$ cat config.mk
export PLATFORM = sky130hd
export DESIGN_NAME = bank_port_arbiter_flat
export DESIGN_NICKNAME = d
export VERILOG_FILES = /design/src/rtl/bank_port_arbiter_pkg.sv /design/src/rtl/bank_port_arbiter_if.sv /design/src/rtl/bank_port_arbiter_rr_pick.sv /design/src/rtl/bank_port_arbiter.sv /design/src/flat_wrapper.sv
export SDC_FILE = /design/constraint.sdc
export NUM_CORES = 1
export LEC_CHECK = 0
export CORE_AREA = 5 5 182 184
export DETAILED_ROUTE_END_ITERATION = 8
export DIE_AREA = 0 0 187 189
export PLACE_DENSITY = 0.62
export REMOVE_ABC_BUFFERS = 1
export SETUP_SLACK_MARGIN = 0.5
export SLEW_MARGIN = 20
export SYNTH_ARGS = -nofsm -noshare
export SYNTH_HDL_FRONTEND = slang
export SYNTH_HIERARCHICAL = 1
export SYNTH_SLANG_ARGS = --single-unit
$ cat constraint.sdc
create_clock -name clk -period 31.3 [get_ports clk]
set_input_delay 3.13 -clock clk [delete_from_list [all_inputs] [get_ports clk]]
set_output_delay 3.13 -clock clk [all_outputs]
set_load 0.01 [all_outputs]
$ cat src/rtl/bank_port_arbiter_pkg.sv
// Shared widths, sizing helpers and kernel indexing for the bank port arbiter.
// Kernel k serves bank k/NPORTS, port k%NPORTS.
package bank_port_arbiter_pkg;

   localparam int DEF_NCONSUMERS = 8;
   localparam int DEF_NBANKS     = 4;
   localparam int DEF_NPORTS     = 2;
   localparam int DEF_MAX_WAIT   = 8;

   // Ceiling log2, never below 1 so single-entry fields keep a real bit.
   function automatic int clog2(input int n);
      int r;
      r = 0;
      for (int i = 0; i < 31; i++) begin
         if ((1 << i) < n) r = i + 1;
      end
      return (r < 1) ? 1 : r;
   endfunction

   localparam int CW = clog2(DEF_NCONSUMERS);
   localparam int BW = clog2(DEF_NBANKS);
   localparam int PW = clog2(DEF_NPORTS);

   function automatic int kernel_bank(input int k, input int nports);
      return k / nports;
   endfunction

   function automatic int kernel_port(input int k, input int nports);
      return k % nports;
   endfunction

   // Staggers the ports of one bank half a consumer ring apart.
   function automatic int pivot_init(input int k, input int nconsumers, input int nports);
      return (kernel_bank(k, nports) + kernel_port(k, nports) * (nconsumers / nports)) % nconsumers;
   endfunction

endpackage

$ cat src/rtl/bank_port_arbiter_if.sv
// Request/grant bundle between consumers (master) and the bank port arbiter (slave).
interface bank_port_arbiter_if #(
   parameter int NCONSUMERS = 8,
   parameter int NBANKS     = 4,
   parameter int NPORTS     = 2
);
   import bank_port_arbiter_pkg::*;

   localparam int NK     = NBANKS * NPORTS;
   localparam int CONS_W = clog2(NCONSUMERS);
   localparam int BANK_W = clog2(NBANKS);
   localparam int PORT_W = clog2(NPORTS);

   logic [NCONSUMERS-1:0]             req_valid;
   logic [NCONSUMERS-1:0][BANK_W-1:0] req_bank;
   logic [NCONSUMERS-1:0]             gnt;
   logic [NCONSUMERS-1:0][PORT_W-1:0] gnt_port;
   logic [NK-1:0]                     kernel_valid;
   logic [NK-1:0][CONS_W-1:0]         kernel_consumer;

   modport master (
      output req_valid, req_bank,
      input  gnt, gnt_port, kernel_valid, kernel_consumer
   );

   modport slave (
      input  req_valid, req_bank,
      output gnt, gnt_port, kernel_valid, kernel_consumer
   );

endinterface

$ cat src/rtl/bank_port_arbiter_rr_pick.sv
// Rotate-priority picker: first set bit of cand scanning upward from pivot, with wrap.
module rr_pick #(
   parameter int N = 8,
   parameter int W = 3
) (
   input  logic [N-1:0] cand,
   input  logic [W-1:0] pivot,
   output logic         found,
   output logic [W-1:0] idx
);

   logic [W-1:0] c;

   always_comb begin
      found = 1'b0;
      idx   = '0;
      c     = '0;
      for (int i = 0; i < N; i++) begin
         c = pivot + W'(i);
         if (!found && cand[c]) begin
            found = 1'b1;
            idx   = c;
         end
      end
   end

endmodule

$ cat src/rtl/bank_port_arbiter.sv
// Per-(bank,port) rotate-priority arbiter with staggered free-running pivots.
// Optional aged-first scheduling under BANK_PORT_ARBITER_STARVATION_GUARD_EN.
module bank_port_arbiter
   import bank_port_arbiter_pkg::*;
#(
   parameter int NCONSUMERS = DEF_NCONSUMERS,
   parameter int NBANKS     = DEF_NBANKS,
   parameter int NPORTS     = DEF_NPORTS
`ifdef BANK_PORT_ARBITER_STARVATION_GUARD_EN
   ,
   parameter int MAX_WAIT   = DEF_MAX_WAIT
`endif
) (
   input  logic               clk,
   input  logic               reset,
   bank_port_arbiter_if.slave bus
);

   localparam int NK     = NBANKS * NPORTS;
   localparam int CONS_W = clog2(NCONSUMERS);
   localparam int BANK_W = clog2(NBANKS);
   localparam int PORT_W = clog2(NPORTS);

   logic [CONS_W-1:0]                 rr_pivots [NK];
   logic [NCONSUMERS-1:0]             gnt_q, gnt_nxt;
   logic [NCONSUMERS-1:0][PORT_W-1:0] gnt_port_q, gnt_port_nxt;
   logic [NK-1:0]                     kv_q;
   logic [NK-1:0][CONS_W-1:0]         kc_q;
   logic [NK-1:0]                     pick_found;
   logic [NK-1:0][CONS_W-1:0]         pick_idx;
   logic [NCONSUMERS-1:0]             eligible;

   // A consumer granted last cycle sits out one cycle so it can drop or retarget.
   assign eligible = bus.req_valid & ~gnt_q;

`ifdef BANK_PORT_ARBITER_STARVATION_GUARD_EN
   localparam int WAIT_W = clog2(MAX_WAIT + 1);

   logic [WAIT_W-1:0]     wait_cnt [NCONSUMERS];
   logic [NCONSUMERS-1:0] aged;

   always_comb begin
      aged = '0;
      for (int c = 0; c < NCONSUMERS; c++) begin
         aged[c] = (wait_cnt[c] == WAIT_W'(MAX_WAIT));
      end
   end

   always_ff @(posedge clk or negedge reset) begin
      if (!reset) begin
         for (int c = 0; c < NCONSUMERS; c++) wait_cnt[c] <= '0;
      end else begin
         for (int c = 0; c < NCONSUMERS; c++) begin
            if (gnt_nxt[c] || !bus.req_valid[c])
               wait_cnt[c] <= '0;
            else if (eligible[c] && !aged[c])
               wait_cnt[c] <= wait_cnt[c] + WAIT_W'(1);
         end
      end
   end
`endif

   for (genvar k = 0; k < NK; k++) begin : g_kernel
      localparam int KB = kernel_bank(k, NPORTS);

      logic [NCONSUMERS-1:0] taken_in, taken_out, bank_hit, open, cand;
      logic                  found;
      logic [CONS_W-1:0]     idx;

      // Lower-index kernels claim consumers first; the taken mask ripples upward.
      if (k == 0) begin : g_first
         assign taken_in = '0;
      end else begin : g_chain
         assign taken_in = g_kernel[k-1].taken_out;
      end

      always_comb begin
         bank_hit = '0;
         for (int c = 0; c < NCONSUMERS; c++) begin
            bank_hit[c] = (bus.req_bank[c] == BANK_W'(KB));
         end
      end

      assign open = eligible & bank_hit & ~taken_in;

`ifdef BANK_PORT_ARBITER_STARVATION_GUARD_EN
      assign cand = |(open & aged) ? (open & aged) : open;
`else
      assign cand = open;
`endif

      rr_pick #(.N(NCONSUMERS), .W(CONS_W)) u_pick (
         .cand  (cand),
         .pivot (rr_pivots[k]),
         .found (found),
         .idx   (idx)
      );

      assign taken_out     = taken_in | (found ? (NCONSUMERS'(1) << idx) : '0);
      assign pick_found[k] = found;
      assign pick_idx[k]   = idx;
   end

   always_comb begin
      gnt_nxt      = '0;
      gnt_port_nxt = gnt_port_q;
      for (int k = 0; k < NK; k++) begin
         if (pick_found[k]) begin
            gnt_nxt[pick_idx[k]]      = 1'b1;
            gnt_port_nxt[pick_idx[k]] = PORT_W'(kernel_port(k, NPORTS));
         end
      end
   end

   always_ff @(posedge clk or negedge reset) begin
      if (!reset) begin
         gnt_q      <= '0;
         gnt_port_q <= '0;
         kv_q       <= '0;
         kc_q       <= '0;
         for (int k = 0; k < NK; k++) begin
            rr_pivots[k] <= CONS_W'(pivot_init(k, NCONSUMERS, NPORTS));
         end
      end else begin
         gnt_q      <= gnt_nxt;
         gnt_port_q <= gnt_port_nxt;
         kv_q       <= pick_found;
         kc_q       <= pick_idx;
         for (int k = 0; k < NK; k++) begin
            rr_pivots[k] <= rr_pivots[k] + CONS_W'(1);
         end
      end
   end

   assign bus.gnt             = gnt_q;
   assign bus.gnt_port        = gnt_port_q;
   assign bus.kernel_valid    = kv_q;
   assign bus.kernel_consumer = kc_q;

endmodule

$ cat src/flat_wrapper.sv
// flat-port wrapper written by rule: the top's interface ports become plain ports
module bank_port_arbiter_flat import bank_port_arbiter_pkg::*;
#(
   parameter int NCONSUMERS = DEF_NCONSUMERS,
   parameter int NBANKS     = DEF_NBANKS,
   parameter int NPORTS     = DEF_NPORTS

)
  (clk, reset, bus_req_valid, bus_req_bank, bus_gnt, bus_gnt_port, bus_kernel_valid, bus_kernel_consumer);
  bank_port_arbiter_if #(.NCONSUMERS(NCONSUMERS), .NBANKS(NBANKS), .NPORTS(NPORTS)) bus_i ();
  input  logic clk;
  input  logic reset;
  input wire logic [$bits(bus_i.req_valid)-1:0] bus_req_valid;
  input wire logic [$bits(bus_i.req_bank)-1:0] bus_req_bank;
  output wire logic [$bits(bus_i.gnt)-1:0] bus_gnt;
  output wire logic [$bits(bus_i.gnt_port)-1:0] bus_gnt_port;
  output wire logic [$bits(bus_i.kernel_valid)-1:0] bus_kernel_valid;
  output wire logic [$bits(bus_i.kernel_consumer)-1:0] bus_kernel_consumer;
  assign bus_i.req_valid = bus_req_valid;
  assign bus_i.req_bank = bus_req_bank;
  assign bus_gnt = bus_i.gnt;
  assign bus_gnt_port = bus_i.gnt_port;
  assign bus_kernel_valid = bus_i.kernel_valid;
  assign bus_kernel_consumer = bus_i.kernel_consumer;
  bank_port_arbiter #(.NCONSUMERS(NCONSUMERS), .NBANKS(NBANKS), .NPORTS(NPORTS)) u_core (.clk(clk), .reset(reset), .bus(bus_i));
endmodule
==> flow_metrics.tcl, run 1 <==
set metrics [dict create \
    cts_buffers 9 \
    grt_pass1_vias 10495 \
    cts_tree "done" \
    timing.critical_path.buf_inv 2 \
    fillers 3035 \
    synthArstFlopShare_pct 100 \
    cpPeakStageDelay_ns 0.89 \
    io_pins 74 \
    hp-class "flop to flop" \
    clock_path_buffers 2 \
    timing.fmax_mhz 34.7 \
    die_h_um 189 \
    grt_util_all_layers_pct 20.3 \
    drc 0 \
    drive_above_1_share_pct 19.0 \
    overflow 0 \
    clk_pin_slew_ns 0.06 \
    period_needed_ns 28.85 \
    layout_commonest_cell "nor2_1" \
    synth_ff_type "dfrtp_1" \
    ys_ff_latch 72 \
    hold_depth 1 \
    layoutNonFillerInstCount 1741 \
    clock_skew_ns 0.0133 \
    rows 65 \
    maxCapViolCount 0 \
    fin_crit_sh_pct 92.2 \
    dp_cells 1725 \
    wl_per_cell_um 21.5 \
    fp.dieW_um 187 \
    synth_edf_count 0 \
    relSlewSlack_pct 24.8 \
    p_leak_nw 5.30 \
    path_depth 78 \
    yosysSeqAreaShare_pct 14.7 \
    synth.distinct_cells 91 \
    path_max_fanout 13 \
    arrival_ns 29.06 \
    required_ns 31.51 \
    utilization_pct 43.3 \
    rsz0062_at_grt "no" \
    setup_violations 0 \
    cp-end-kind "flop" \
    portBuffers 73 \
    gp_congestion 0.959 \
    nets 1384 \
    p_total_w 0.000612 \
    slew_viol_final 0 \
    grt_pass1_wl_um 58900 \
    fp.dieArea_um2 35300 \
    htree_num_levels 3 \
    cts_hold_buffers 0 \
    hold_viol_final 0 \
    postRouteAntennaNets 0 \
    antenna_found_initial 0 \
    critPathMostFrequentCell "nor2_1" \
    cts_sinks 72 \
    wl_um 37400 \
    firstDrtPassIters 6 \
    vdd_drop_max_mv 0.0269 \
    cp_top_family "simple AND/OR/NAND/NOR gates" \
    grt_max_degree 57 \
    worstRegToRegCells 77 \
    power.density_nw_per_um2 45.3 \
    cts.root.buffer_cell "clkbuf_16" \
    post_cts_resized 0 \
    vias 11608 \
    via_per_inst 6.67 \
    setup_tns_ns 0 \
    post_cts_buffers 0 \
    first_iter_violations 1147 \
    dp_hpwl_um 28300 \
    n_antenna_cell 0 \
    start_util_pct 39.6 \
    yosys_warnings 6 \
    clkLatencyLatePin_ns 0.35 \
    areaGrowthSynthToFinish_pct 9.24 \
    critPathLaunchType "input port" \
    critPathKind "input port to flop" \
    worstMarginPinSlew_ns 1.12 \
    core_area_um2 31200 \
    cp_slowest_cell "nor3_1" \
    synth_cells 1314 \
    mostFrequentLayoutCells "108 x nor2_1, 103 x nand2_1, 85 x mux4_2" \
    outcome "finished clean" \
    synth_area_per_cell_um2 9.42 \
    syn_area_um2 12400 \
]
worst reg2reg max path, delay by kind of cell, from the launching register on:
kind	cells	cell delay, ns
and+or+nand+nor	33	10.76
muxes	9	3.79
adders and majority gates	1	0.76
buffers and inverters	2	0.55
AOI/OAI and AO/OA	32	10.09
DFF	1	0.82
state kept, by name, summed over array words and instances, names as in the netlist:
| signal | cells |
|---|---|
| u_core/bus.kernel_consumer | 24 |
| u_core/bus.gnt_port | 8 |
| u_core/bus.kernel_valid | 8 |
| u_core/rr_pivots | 24 |
| u_core/bus.gnt | 8 |
report_power, final:
group | internal [W] | switching, W | total, W
Clock | 0.0000700 | 0.0000429 | 0.000113
Combinational | 0.000160 | 0.000202 | 0.000362
Sequential | 0.000119 | 0.0000184 | 0.000137
cell usage after synthesis (17+ instances only):
library cell	instances	area (um^2)
mux4_2	85	1910
mux2_2	27	304
ha_1	24	300
a21oi_1	66	330
nand2b_1	18	113
mux2i_1	51	510
dfrtp_1	60	1500
o21ai_0	52	260
xor2_1	24	210
nand2_1	103	387
mux4_1	35	920
buf_2	51	255
nor4_1	30	188
nand3_1	25	125
nor2b_1	38	238
nor2_1	108	405
and3_1	26	163
inv_1	64	240
nor3_1	29	145
a21o_1	17	128
final timing paths:
path	to	slack, ns	from
min reg2reg	u_core/rr_pivots[3]	0.61	u_core/rr_pivots[3]
min in group asynchronous	u_core/bus.kernel_valid[6]	2.66	reset
max reg2reg	u_core/bus.gnt[4]	4.41	u_core/rr_pivots[22]
max	u_core/bus.gnt[4]	2.45	bus_req_valid[3]
max in group asynchronous	u_core/rr_pivots[6]	27.54	reset
min	u_core/rr_pivots[3]	0.61	u_core/rr_pivots[3]
stage by stage:
step | setup slack, ns | area (um^2) | hold slack, ns
after detailed placement | 2.25 | 13200 | 0.594
after floorplan | 8.46 | 11800 | 0.546
after CTS | 2.53 | 13500 | 0.607
final | 2.45 | 13500 | 0.608
after global routing | 1.06 | 13500 | 0.637
after global placement | 2.08 | 13200 | 0.587
layout make-up:
class	instances	area (um^2)	area share [%]
Clock buffer	13	240	1.78
Timing Repair Buffer	87	833	6.16
Sequential cell	72	1820	13.4
Inverter	72	270	2.00
Clock inverter	3	67.6	0.500
Tap cell	402	503	3.72
Multi-Input combinational cell	1092	9790	72.4
per-layer routing:
metal	global-route usage, %	share of wire, %	vias up
met5	0	0	-
met4	7.48	3.3	0
met3	2.69	6.8	71
met2	32.8	47	523
met1	27.9	43	5760
li1	-	-	5254
kinds of logic (layout without fill, tap and decap cells):
kind of cell / Yosys count / count (layout) / share of synthesized area (%)
and+or+nand+nor: 498 / 498 / 23.1
AOI/OAI and AO/OA: 316 / 316 / 18.1
muxes: 221 / 221 / 32.6
buffers and inverters: 150 / 175 / 6.67
DFF: 72 / 72 / 14.7
xor gates and xnor gates: 33 / 33 / 2.34
adders and majority gates: 24 / 24 / 2.43
Note: power is estimated with default switching activity, not from simulation.
==> inputs of run 2 (changes only) <==
--- a/config.mk
+++ b/config.mk
@@ -5,12 +5,13 @@
 export SDC_FILE = /design/constraint.sdc
 export NUM_CORES = 1
 export LEC_CHECK = 0
-export CORE_AREA = 5 5 182 184
+export CORE_AREA = 5 5 150 152
 export DETAILED_ROUTE_END_ITERATION = 8
-export DIE_AREA = 0 0 187 189
-export PLACE_DENSITY = 0.62
+export DIE_AREA = 0 0 155 157
+export PLACE_DENSITY = 0.84
 export REMOVE_ABC_BUFFERS = 1
 export SETUP_SLACK_MARGIN = 0.5
+export SKIP_CTS_REPAIR_TIMING = 1
 export SLEW_MARGIN = 20
 export SYNTH_ARGS = -nofsm -noshare
 export SYNTH_HDL_FRONTEND = slang
==> flow_metrics.tcl, run 2 (same netlist as run 1, synthesis figures left out) <==
set metrics [dict create \
    vdd_drop_max_mv 0.0371 \
    maxCapViolCount 0 \
    hp-class "flop to flop" \
    cts_tree "done" \
    cts.root.buffer_cell "clkbuf_16" \
    worstMarginPinSlew_ns 1.12 \
    grt_pass1_vias 10840 \
    setup_violations 0 \
    cp_slowest_cell "nor3_1" \
    period_needed_ns 29.13 \
    vias 11857 \
    rsz0062_at_grt "no" \
    wl_met2_um 17700 \
    relSlewSlack_pct 24.7 \
    io_pins 74 \
    critPathLaunchType "input port" \
    die_h_um 157 \
    n_antenna_cell 0 \
    via_per_inst 7.36 \
    start_util_pct 59.2 \
    drive_above_1_share_pct 18.9 \
    cpPeakStageDelay_ns 0.96 \
    fin_crit_sh_pct 93.1 \
    setup_tns_ns 0 \
    p_sw_share_pct 43.7 \
    fp.dieArea_um2 24300 \
    power_frac_seq_pct 22.9 \
    cts_sinks 72 \
    portBuffers 73 \
    drc 0 \
    antenna_found_initial 0 \
    grt_pass1_wl_um 58500 \
    pwr-share-comb_pct 59.6 \
    p_int_w 0.000340 \
    hold_viol_final 0 \
    htree_num_levels 3 \
    fp.dieW_um 155 \
    core_area_um2 20900 \
    dp_hpwl_um 27100 \
    rows 53 \
    outcome "finished clean" \
    power.density_nw_per_um2 45.3 \
    postRouteAntennaNets 0 \
    overflow 0 \
    placed_cell_area_um2 13000 \
    design_area_um2 13300 \
    p_leak_nw 5.27 \
    highest_layer "met4" \
    layout_commonest_cell "nor2_1" \
    nets 1381 \
    required_ns 31.52 \
    grt_util_all_layers_pct 29.4 \
    wl_per_cell_um 22.8 \
    first_iter_violations 1550 \
    wl_um 36700 \
    wl_met1_um 13900 \
    critPathKind "input port to flop" \
    arrival_ns 29.35 \
    clock_skew_ns 0.0152 \
    p_total_w 0.000603 \
    path_max_fanout 13 \
    clk_pin_slew_ns 0.06 \
    firstDrtPassIters 8 \
    mostFrequentLayoutCells "108 x nor2_1, 103 x nand2_1, 85 x mux4_2" \
    critPathMostFrequentCell "o21ai_2" \
    gp_congestion 1.04 \
    wl_met3_um 3650 \
    clock_path_buffers 2 \
    switchingPower_w 0.000264 \
    cts_buffers 9 \
    cp-end-kind "flop" \
    timing.fmax_mhz 34.3 \
    clkLatencyLatePin_ns 0.35 \
    slew_viol_final 0 \
    power.share.clock_pct 17.5 \
    grt_max_degree 49 \
    areaGrowthSynthToFinish_pct 7.53 \
]
run 2: cell count changes in the layout (fill, tap and decap cells not counted), sizes merged:
cell	before	now
clkinv	1	5
clkbuf	13	10
buf	15	12
bufinv	2	1
run 2: metal layers:
metal	vias to the layer above	track usage (%)
met3	117	4.89
met2	822	49.1
li1	5236	-
met5	-	0
met1	5682	38.7
met4	0	11.1
run 2: cell type report:
type,count,area [um^2]
clock buffer,10,229
clock inverter,6,61.3
fill,1711,7580
inverter,72,270
multi-input combinational,1092,9770
sequential,72,1820
tap,275,344
timing repair buffer,84,811
run 2: power groups by stage:
stage | clock (W) | sequential (W) | combinational (W)
detailed placement | 0 | 0.000138 | 0.000349
global placement | 0 | 0.000138 | 0.000344
finish | 0.000105 | 0.000138 | 0.000360
floorplan | 0 | 0.000142 | 0.000212
global route | 0.000112 | 0.000139 | 0.000382
CTS | 0.000106 | 0.000137 | 0.000351
run 2: through the flow:
step                util, %  instances  setup slack, ns  hold WS [ns]
floorplan                 -       1236             8.46         0.546
finish                 63.7       1611             2.17         0.604
global route           63.7       1611             1.13         0.627
CTS                    63.6       1611             2.99         0.604
global placement       62.2       1595             2.89         0.580
detailed placement     62.2       1595             2.75         0.590
run 2: path summary, 6_finish.rpt:
check | from | endpoint | slack (ns) | cells past startpoint
setup / recovery | bus_req_bank[12] | u_core/bus.gnt[4] | 2.17 | 74
hold / removal | u_core/rr_pivots[0] | u_core/rr_pivots[0] | 0.60 | 1
max in group asynchronous | reset | u_core/bus.gnt[6] | 27.54 | 2
setup reg to reg | u_core/rr_pivots[22] | u_core/bus.gnt[4] | 4.38 | 72
hold reg to reg | u_core/rr_pivots[0] | u_core/rr_pivots[0] | 0.60 | 1
min in group asynchronous | reset | u_core/rr_pivots[6] | 2.71 | 1
run 2: worst max-delay path, delay by kind of cell:
family	cells	cell delay (ns)
buf+inv	1	0.57
mux	9	3.00
simple gates	32	11.52
compound gates	32	11.09
==> inputs of run 3 (changes only) <==
--- a/config.mk
+++ b/config.mk
@@ -5,9 +5,9 @@
 export SDC_FILE = /design/constraint.sdc
 export NUM_CORES = 1
 export LEC_CHECK = 0
-export CORE_AREA = 5 5 150 152
+export CORE_AREA = 5 5 146 148
 export DETAILED_ROUTE_END_ITERATION = 8
-export DIE_AREA = 0 0 155 157
+export DIE_AREA = 0 0 151 153
 export PLACE_DENSITY = 0.84
 export REMOVE_ABC_BUFFERS = 1
 export SETUP_SLACK_MARGIN = 0.5
@@ -15,5 +15,4 @@
 export SLEW_MARGIN = 20
 export SYNTH_ARGS = -nofsm -noshare
 export SYNTH_HDL_FRONTEND = slang
-export SYNTH_HIERARCHICAL = 1
 export SYNTH_SLANG_ARGS = --single-unit
==> flow_metrics.tcl, run 3 <==
set metrics [dict create \
    portBuffers 73 \
    required_ns 31.49 \
    overflow 0 \
    vias 13457 \
    start_util_pct 58.5 \
    hold_viol_final 0 \
    fillers 1708 \
    maxCapViolCount 0 \
    grt_pass1_wl_um 65500 \
    antenna_found_initial 0 \
    grt_max_degree 73 \
    cts.root.buffer_cell "clkbuf_16" \
    relSlewSlack_pct 29.9 \
    fp.dieW_um 151 \
    syn_area_um2 11600 \
    dp_cells 1752 \
    synth_ff_type "dfrtp_1" \
    switchingPower_w 0.000279 \
    p_sw_share_pct 45.5 \
    synthArstFlopShare_pct 100 \
    core_area_um2 19900 \
    fin_crit_sh_pct 35.0 \
    power_frac_seq_pct 23.1 \
    yosysSeqAreaShare_pct 15.6 \
    wl_um 41600 \
    power.density_nw_per_um2 48.0 \
    htree_num_levels 3 \
    cp-end-kind "flop" \
    setup_violations 0 \
    synth_area_per_cell_um2 7.91 \
    pwr-share-comb_pct 57.5 \
    period_needed_ns 10.94 \
    clkLatencyLatePin_ns 0.36 \
    grt_util_all_layers_pct 34.8 \
    p_leak_nw 4.78 \
    r2r-end "u_core.bus.gnt_port[7]" \
    synth_edf_count 0 \
    rrSetupSlack_ns 22.87 \
    ys_ff_latch 72 \
    cts_sinks 72 \
    hp-class "flop to flop" \
    io_pins 74 \
    p_int_w 0.000335 \
    synth.most_common_cell "nor2_1" \
    rsz0062_at_grt "no" \
    critPathLaunchType "input port" \
    via_per_inst 7.61 \
    arrival_ns 11.14 \
    n_antenna_cell 0 \
    worstRegToRegCells 22 \
    power.share.clock_pct 19.4 \
    layoutNonFillerInstCount 1768 \
    yosys.area.top_type "dfrtp_1" \
    clock_skew_ns 0.0106 \
    nets 1535 \
    postRouteAntennaNets 0 \
    multiInputGateArea_um2 9300 \
    first_iter_violations 2313 \
    slew_viol_final 0 \
    cts_buffers 9 \
    die_h_um 153 \
    fp.dieArea_um2 23100 \
    rows 52 \
    cp-startpoint "bus_req_bank[2]" \
    worstMarginPinSlew_ns 1.04 \
    critPathKind "input port to flop" \
    outcome "finished clean" \
    drive_above_1_share_pct 12.4 \
    areaGrowthSynthToFinish_pct 9.83 \
    synth_cells 1473 \
    timing.fmax_mhz 91.4 \
    wl_per_cell_um 23.5 \
    synthTopCellsByArea "dfrtp_1 13%, mux4_2 10%, mux2i_1 4.4%" \
    firstDrtPassIters 6 \
    dp_hpwl_um 31100 \
    clk_pin_slew_ns 0.06 \
    yosys-top-cells-count "129 x nor2_1, 127 x nand2_1, 80 x a21oi_1" \
    crit_end "u_core.bus.gnt_port[7]" \
    gp_congestion 1.09 \
    yosys_warnings 0 \
    cts_tree "done" \
    drc 0 \
    regArea_um2 1820 \
    setup_tns_ns 0 \
    synth.distinct_cells 108 \
    r2r-start "u_core.rr_pivots[9]" \
    layout_commonest_cell "nor2_1" \
    mostFrequentLayoutCells "128 x nor2_1, 127 x nand2_1, 80 x a21oi_1" \
    vdd_drop_max_mv 0.0382 \
    grt_pass1_vias 12037 \
    path_max_fanout 11 \
    synth_top_area_share_pct 12.9 \
    clock_path_buffers 2 \
]
run 3: power by group through the flow:
stage                     sequential, W  clock (W)  combinational [W]
after detailed placement       0.000142          0           0.000340
after global routing           0.000143   0.000124           0.000375
after CTS                      0.000140   0.000118           0.000342
after floorplan                0.000145          0           0.000204
final                          0.000142   0.000119           0.000354
after global placement         0.000141          0           0.000335
run 3: through the flow:
step	total power (W)	setup WS, ns	util, %	hold WS [ns]	instance area, um^2
after global routing	0.000642	20.07	64.3	0.735	12800
after floorplan	0.000349	22.15	-	0.608	11400
final	0.000615	20.36	64.3	0.702	12800
after global placement	0.000476	20.56	62.6	0.646	12500
after CTS	0.000601	20.77	64.2	0.683	12800
after detailed placement	0.000481	20.47	62.6	0.665	12500
run 3: final cells by class:
cell class | instances | share of cell area, %
multi-input combinational | 1267 | 72.7
sequential | 72 | 14.2
clock buffer | 10 | 1.87
tap | 270 | 2.64
timing repair buffer | 78 | 6.02
clock inverter | 6 | 0.646
inverter | 65 | 1.91
run 3: metal layers:
layer,vias to the layer above,track usage [%],wire (um)
li1,5868,-,-
met1,6307,49.1,15900
met2,1115,52.4,18300
met3,167,6.22,5500
met4,0,14.9,1890
met5,-,0,0
run 3: worst min path at each step:
stage                                 from                endpoint  slack (ns)  cells after the start
detailed placement  u_core.bus.gnt_port[6]  u_core.bus.gnt_port[6]        0.67                      3
global placement    u_core.bus.gnt_port[0]  u_core.bus.gnt_port[0]        0.65                      2
floorplan           u_core.bus.gnt_port[0]  u_core.bus.gnt_port[0]        0.61                      2
global route        u_core.bus.gnt_port[0]  u_core.bus.gnt_port[0]        0.73                      2
CTS                 u_core.bus.gnt_port[0]  u_core.bus.gnt_port[0]        0.68                      2
finish              u_core.bus.gnt_port[0]  u_core.bus.gnt_port[0]        0.70                      2
run 3: cell families (layout without fill, tap and decap cells):
logic type	Yosys count	after routing	share of synthesized area [%]
buffers and inverters	134	159	4.55
AO/OA/AOI/OAI	491	491	29.9
XOR/XNOR	23	23	1.73
AND/OR/NAND/NOR	607	607	29.1
flip-flops	72	72	15.6
multiplexers	130	130	17.4
adder cells (fa/ha/maj)	16	16	1.72
run 3: critical path, cell delays in order:
cell,delay (ns)
clkdlybuf4s50_1,0.58
nand4bb_1,0.63
mux4_2,0.72
mux2i_4,0.25
a2111oi_0,0.11
a211oi_1,0.38
a32oi_2,0.17
nor2_4,0.28
clkinv_1,0.35
nor3_1,0.72
o22ai_1,0.35
mux4_2,0.60
o21bai_1,0.17
a21oi_1,0.11
o31ai_4,0.42
or4b_1,0.50
and3_4,0.22
nor2b_2,0.25
nand4_1,0.21
o211a_2,0.23
o21ai_0,0.53
o21ai_0,0.20
